[src/rtl/spi_slave_phy.sv]
// SPI slave physical layer: synchronizes the SPI pins into clk, emits one pulse per
// sampled MOSI bit and shifts im_tx_data out on MISO, LSB first, for any CPOL/CPHA.
module spi_slave_phy #(
  parameter bit CPOL = 1'b0,
  parameter bit CPHA = 1'b0
) (
  input  logic       clk,
  input  logic       rst_n,
  input  logic       im_sclk,
  input  logic       im_cs_n,
  input  logic       im_mosi,
  input  logic [7:0] im_tx_data,
  output logic       om_miso,
  output logic       om_work_en,
  output logic       om_work_pluse,
  output logic       om_data,
  output logic       om_tx_req,
  output logic       om_frame_err
);

  typedef enum logic {IDLE = 1'b0, ACTIVE = 1'b1} state_t;

  state_t     state, state_d;
  logic [2:0] sclk_q, cs_q, mosi_q;
  logic [2:0] bit_cnt, bit_cnt_d;
  logic [7:0] tx_shift, tx_shift_d;
  logic       pulse_d, data_d, tx_req_d, ferr_d;
  logic       sclk_rise, sclk_fall, lead_edge, trail_edge;
  logic       sample_edge, shift_edge, cs_lo, cs_hi;

  // [0],[1] = synchronizer, [2] = history; all three chains have equal depth
  always_ff @(posedge clk or negedge rst_n) begin
    if (!rst_n) begin
      sclk_q <= {3{CPOL}};
      cs_q   <= '1;
      mosi_q <= '0;
    end else begin
      sclk_q <= {sclk_q[1:0], im_sclk};
      cs_q   <= {cs_q[1:0], im_cs_n};
      mosi_q <= {mosi_q[1:0], im_mosi};
    end
  end

  assign sclk_rise   = sclk_q[1] & ~sclk_q[2];
  assign sclk_fall   = ~sclk_q[1] & sclk_q[2];
  assign lead_edge   = CPOL ? sclk_fall : sclk_rise;
  assign trail_edge  = CPOL ? sclk_rise : sclk_fall;
  assign sample_edge = CPHA ? trail_edge : lead_edge;
  assign shift_edge  = CPHA ? lead_edge : trail_edge;

  // CS must hold a level for two synchronized samples, so a one-clk glitch is ignored
  assign cs_lo = ~cs_q[1] & ~cs_q[2];
  assign cs_hi = cs_q[1] & cs_q[2];

  always_ff @(posedge clk or negedge rst_n) begin
    if (!rst_n) begin
      state         <= IDLE;
      bit_cnt       <= '0;
      tx_shift      <= '0;
      om_work_pluse <= 1'b0;
      om_data       <= 1'b0;
      om_tx_req     <= 1'b0;
      om_frame_err  <= 1'b0;
    end else begin
      state         <= state_d;
      bit_cnt       <= bit_cnt_d;
      tx_shift      <= tx_shift_d;
      om_work_pluse <= pulse_d;
      om_data       <= data_d;
      om_tx_req     <= tx_req_d;
      om_frame_err  <= ferr_d;
    end
  end

  always_comb begin
    state_d    = state;
    bit_cnt_d  = bit_cnt;
    tx_shift_d = tx_shift;
    pulse_d    = 1'b0;
    data_d     = om_data;
    tx_req_d   = 1'b0;
    ferr_d     = 1'b0;
    case (state)
      IDLE: begin
        if (cs_lo) begin
          state_d    = ACTIVE;
          tx_shift_d = im_tx_data;
          tx_req_d   = 1'b1;
          bit_cnt_d  = '0;
        end
      end
      ACTIVE: begin
        if (cs_hi) begin
          state_d   = IDLE;
          ferr_d    = (bit_cnt != 3'd0);
          bit_cnt_d = '0;
        end else if (sample_edge) begin
          pulse_d   = 1'b1;
          data_d    = mosi_q[2];
          bit_cnt_d = bit_cnt + 3'd1;
          if (bit_cnt == 3'd7) begin
            tx_shift_d = im_tx_data;
            tx_req_d   = 1'b1;
          end
        end else if (shift_edge && bit_cnt != 3'd0) begin
          // bit_cnt==0 marks a freshly loaded byte whose bit 0 is already on MISO
          tx_shift_d = {1'b0, tx_shift[7:1]};
        end
      end
      default: state_d = IDLE;
    endcase
  end

  assign om_work_en = (state == ACTIVE);
  assign om_miso    = (state == ACTIVE) & tx_shift[0];

endmodule

[config.mk]
export PLATFORM = sky130hd
export DESIGN_NAME = spi_slave_phy
export DESIGN_NICKNAME = d
export VERILOG_FILES = /design/src/rtl/spi_slave_phy.sv
export SDC_FILE = /design/constraint.sdc
export NUM_CORES = 1
export LEC_CHECK = 0
export BUFFER_PORTS_ARGS = -buffer_cell sky130_fd_sc_hd__buf_2
export CAP_MARGIN = 20
export CORE_UTILIZATION = 50
export DETAILED_ROUTE_END_ITERATION = 8
export GPL_TIMING_DRIVEN = 0
export PLACE_DENSITY = 0.76
export SLEW_MARGIN = 20
export SYNTH_ARGS = -nofsm -noshare
export SYNTH_HDL_FRONTEND = slang
export SYNTH_SLANG_ARGS = --single-unit
[constraint.sdc]
create_clock -name clk -period 2.2 [get_ports clk]
set_input_delay 0.44 -clock clk [delete_from_list [all_inputs] [get_ports clk]]
set_output_delay 0.44 -clock clk [all_outputs]
set_load 0.05 [all_outputs]
==> reports/qor.txt <==
Arrival time worst endpoint: 2.09 ns
CTS resizes: 0
Startpoint Class: register
Antenna Nets Post-Route: 0
Iter 0 DRT Violations: 4
Initial core utilization: 53.8%
Share of layout cells above drive strength 1: 42.3%
Synth area leaders: dfrtp_1 51%, mux2_4 9.8%, dfstp_2 7.3%
Combinational power share: 29.8%
R2R Setup Slk: 0.32 ns
Die width: 48.4 um
Largest net degree at the start of global routing: 26
Syn nets: 91
CP Capture Type: register
CTS max path bufs: 2
Slowest-stage cell, CP: dfrtp_1
RePlAce Congestion: 0.849
Core area: 2000 um2
Input/output buffers: 18
Post-synthesis async set-or-reset flop share: 100%
Fin. Hold Viols: 0
Vias post-DR: 640
CTS tree: yes
Total die area: 2340 um2
DRT Pass-1 Iters: 4
Number of cell rows: 16
Int Pwr: 813 uW
Synth top area share: 51.1%
Post-synth top area cell: dfrtp_1
TNS Setup: 0 ns
CTS Buf Count: 3
Pleak: 0.604 nW
P_sw: 351 uW
Slew @ Worst Pin: 0.521 ns
CP cell instances: ha_1 -> ha_1 -> o211a_1 -> o22ai_4 -> mux2_4
Leading cell type by number of instances after synthesis: dfrtp_1
#FFs+latches synth: 25
First-pass GRT wire length: 2880 um
End of the worst register-to-register path: tx_shift[5]
Dpl cells: 120
Synth-to-layout area growth: 14.3%
Vias in the first global route: 662
Slew headroom: 65.3%
Wire per inst: 12.8 um
Initial antenna violation count: 0
Syn Inst Count: 75
Clock Power Share: 16.9%
Post-synthesis cell type count: 25
Post-layout net count: 114
Critical Path Max Stage Delay: 0.42 ns
Ant diodes: 0
Vias per cell: 5.16
Clock sink total: 25
Die height: 48.4 um
Critical path fanouts, max: 8
Hold WC Path Type: in -> async
Reg-to-Reg Start: bit_cnt[0]
EDFF count, synth: 0
Status: finished clean
Post-Syn Area: 1080 um2
Routed WL: 1580 um
Max Clk Rate: 531 MHz
GRT Overall Usage: 16.5%
Synth cell count leaders: 22 x dfrtp_1, 7 x mux2_4, 4 x mux2_1, 4 x mux2_2, 4 x o21ai_0
Worst-Skew Late Latency: 0.31 ns
Final Setup Violations: 0
Sequential fraction of the synthesis area: 58.4%
Tcrit/Tclk final: 85.6%
CTS root buf: clkbuf_4
Most used flip-flop cell after synthesis: dfrtp_1
Dpl hpwl: 1170 um
Clock Skews: 0.00275 ns
Pwr dens: 945 nW/um2
CTS H-Tree Depth: 1
Grt total ovfl: 0
RSZ-0062 raised after global routing: false
Sw frac: 30.2%
Syn Area/Cell: 14.4 um2
Crit path kind: reg -> reg
Cts hold-fix bufs: 0
Yosys Warn Count: 0
CP Data Required Time: 2.41 ns
Slew Viols, Final: 0
Cells on worst reg2reg path: 5
Minimum clock period: 1.88 ns
Sequential Power Share: 53.3%
Max-cap violations: 0
Post-CTS Setup Inserts: 0
# fillers: 169
Ports: 19
Clock transition at path regs: 0.13 ns
Final Non-Filler Cells: 124
Most used cell, CP: ha_1
Max IR drop VDD: 0.526 mV
DR DRC count: 0
==> layout by cell type (no fill, tap or decap), drive strengths merged, types with 2 or more instances in the layout <==
master,n
a21oi,3
nand2,4
inv,3
buf,19
dfrtp,22
dfstp,3
mux2,15
o22ai,2
nor3b,2
ha,3
and2,2
clkbuf,3
a211oi,2
o21ai,4
nor2b,2
==> final cells by class <==
| class | count | area, um2 | area share, % |
|---|---|---|---|
| flip-flops and latches | 25 | 629 | 51.1 |
| multi-input cells | 46 | 432 | 35.1 |
| repair buffers | 18 | 90.1 | 7.32 |
| well taps | 27 | 33.8 | 2.74 |
| clock buffers | 3 | 22.5 | 1.83 |
| inverters | 3 | 11.3 | 0.915 |
| clock inverters | 1 | 7.51 | 0.610 |
| plain buffers | 1 | 5.00 | 0.407 |
==> power by group through the flow <==
stage	Combinational, mW	Clock (mW)	Sequential (mW)
3_5_place_dp	0.350	0	0.631
4_1_cts	0.352	0.210	0.622
6_report	0.346	0.197	0.620
5_1_grt	0.381	0.231	0.636
3_3_place_gp	0.340	0	0.624
2_1_floorplan	0.250	0	0.648
==> flip-flops by register name, indices dropped and copies added (netlist names) <==
name	cells
bit_cnt	3
om_frame_err	1
mosi_q	3
cs_q	3
tx_shift	8
om_work_pluse	1
om_data	1
om_tx_req	1
om_work_en	1
sclk_q	3
==> how the worst max path moves through the flow <==
stage	slack, ns	cells past startpoint	to	from
finish	0.32	5	tx_shift[5]	bit_cnt[0]
global route	0.20	5	tx_shift[5]	bit_cnt[0]
CTS	0.31	5	tx_shift[5]	bit_cnt[0]
detailed placement	0.34	5	tx_shift[6]	bit_cnt[0]
global placement	0.34	5	tx_shift[5]	bit_cnt[0]
floorplan	0.36	2	om_miso	om_work_en
==> worst max-delay path, delay by kind of cell, from the launching register on <==
kind	cells	cell delay, ns
AOI/OAI and AO/OA	2	0.61
adders and majority gates	2	0.40
muxes	1	0.34
DFF	1	0.42
==> per-stage QoR <==
stage / setup slack (ns) / hold slack [ns] / cell area [um2] / utilization (%) / total power [mW]
after floorplan: 0.360 / 0.144 / 1080 / - / 0.899
after global placement: 0.335 / 0.333 / 1200 / 60.0 / 0.964
after detailed placement: 0.337 / 0.336 / 1200 / 60.0 / 0.981
after CTS: 0.308 / 0.0968 / 1230 / 61.5 / 1.18
after global routing: 0.203 / 0.102 / 1230 / 61.5 / 1.25
final: 0.318 / 0.0864 / 1230 / 61.5 / 1.16
==> cell families after synthesis <==
logic type                 synth area share [%]
buffers and inverters                      1.51
AOI/OAI and AO/OA                          9.64
muxes                                      19.0
DFF                                        58.4
adders and majority gates                  3.48
and+or+nand+nor                            7.90
==> layer usage <==
layer	up-vias	wire length [um]	GRT usage [%]
met5	-	0	0
met4	0	34	8.82
met3	4	49	3.77
met2	15	750	26.1
met1	312	751	21.2
li1	309	-	-
(Power assumes the default switching activity.)
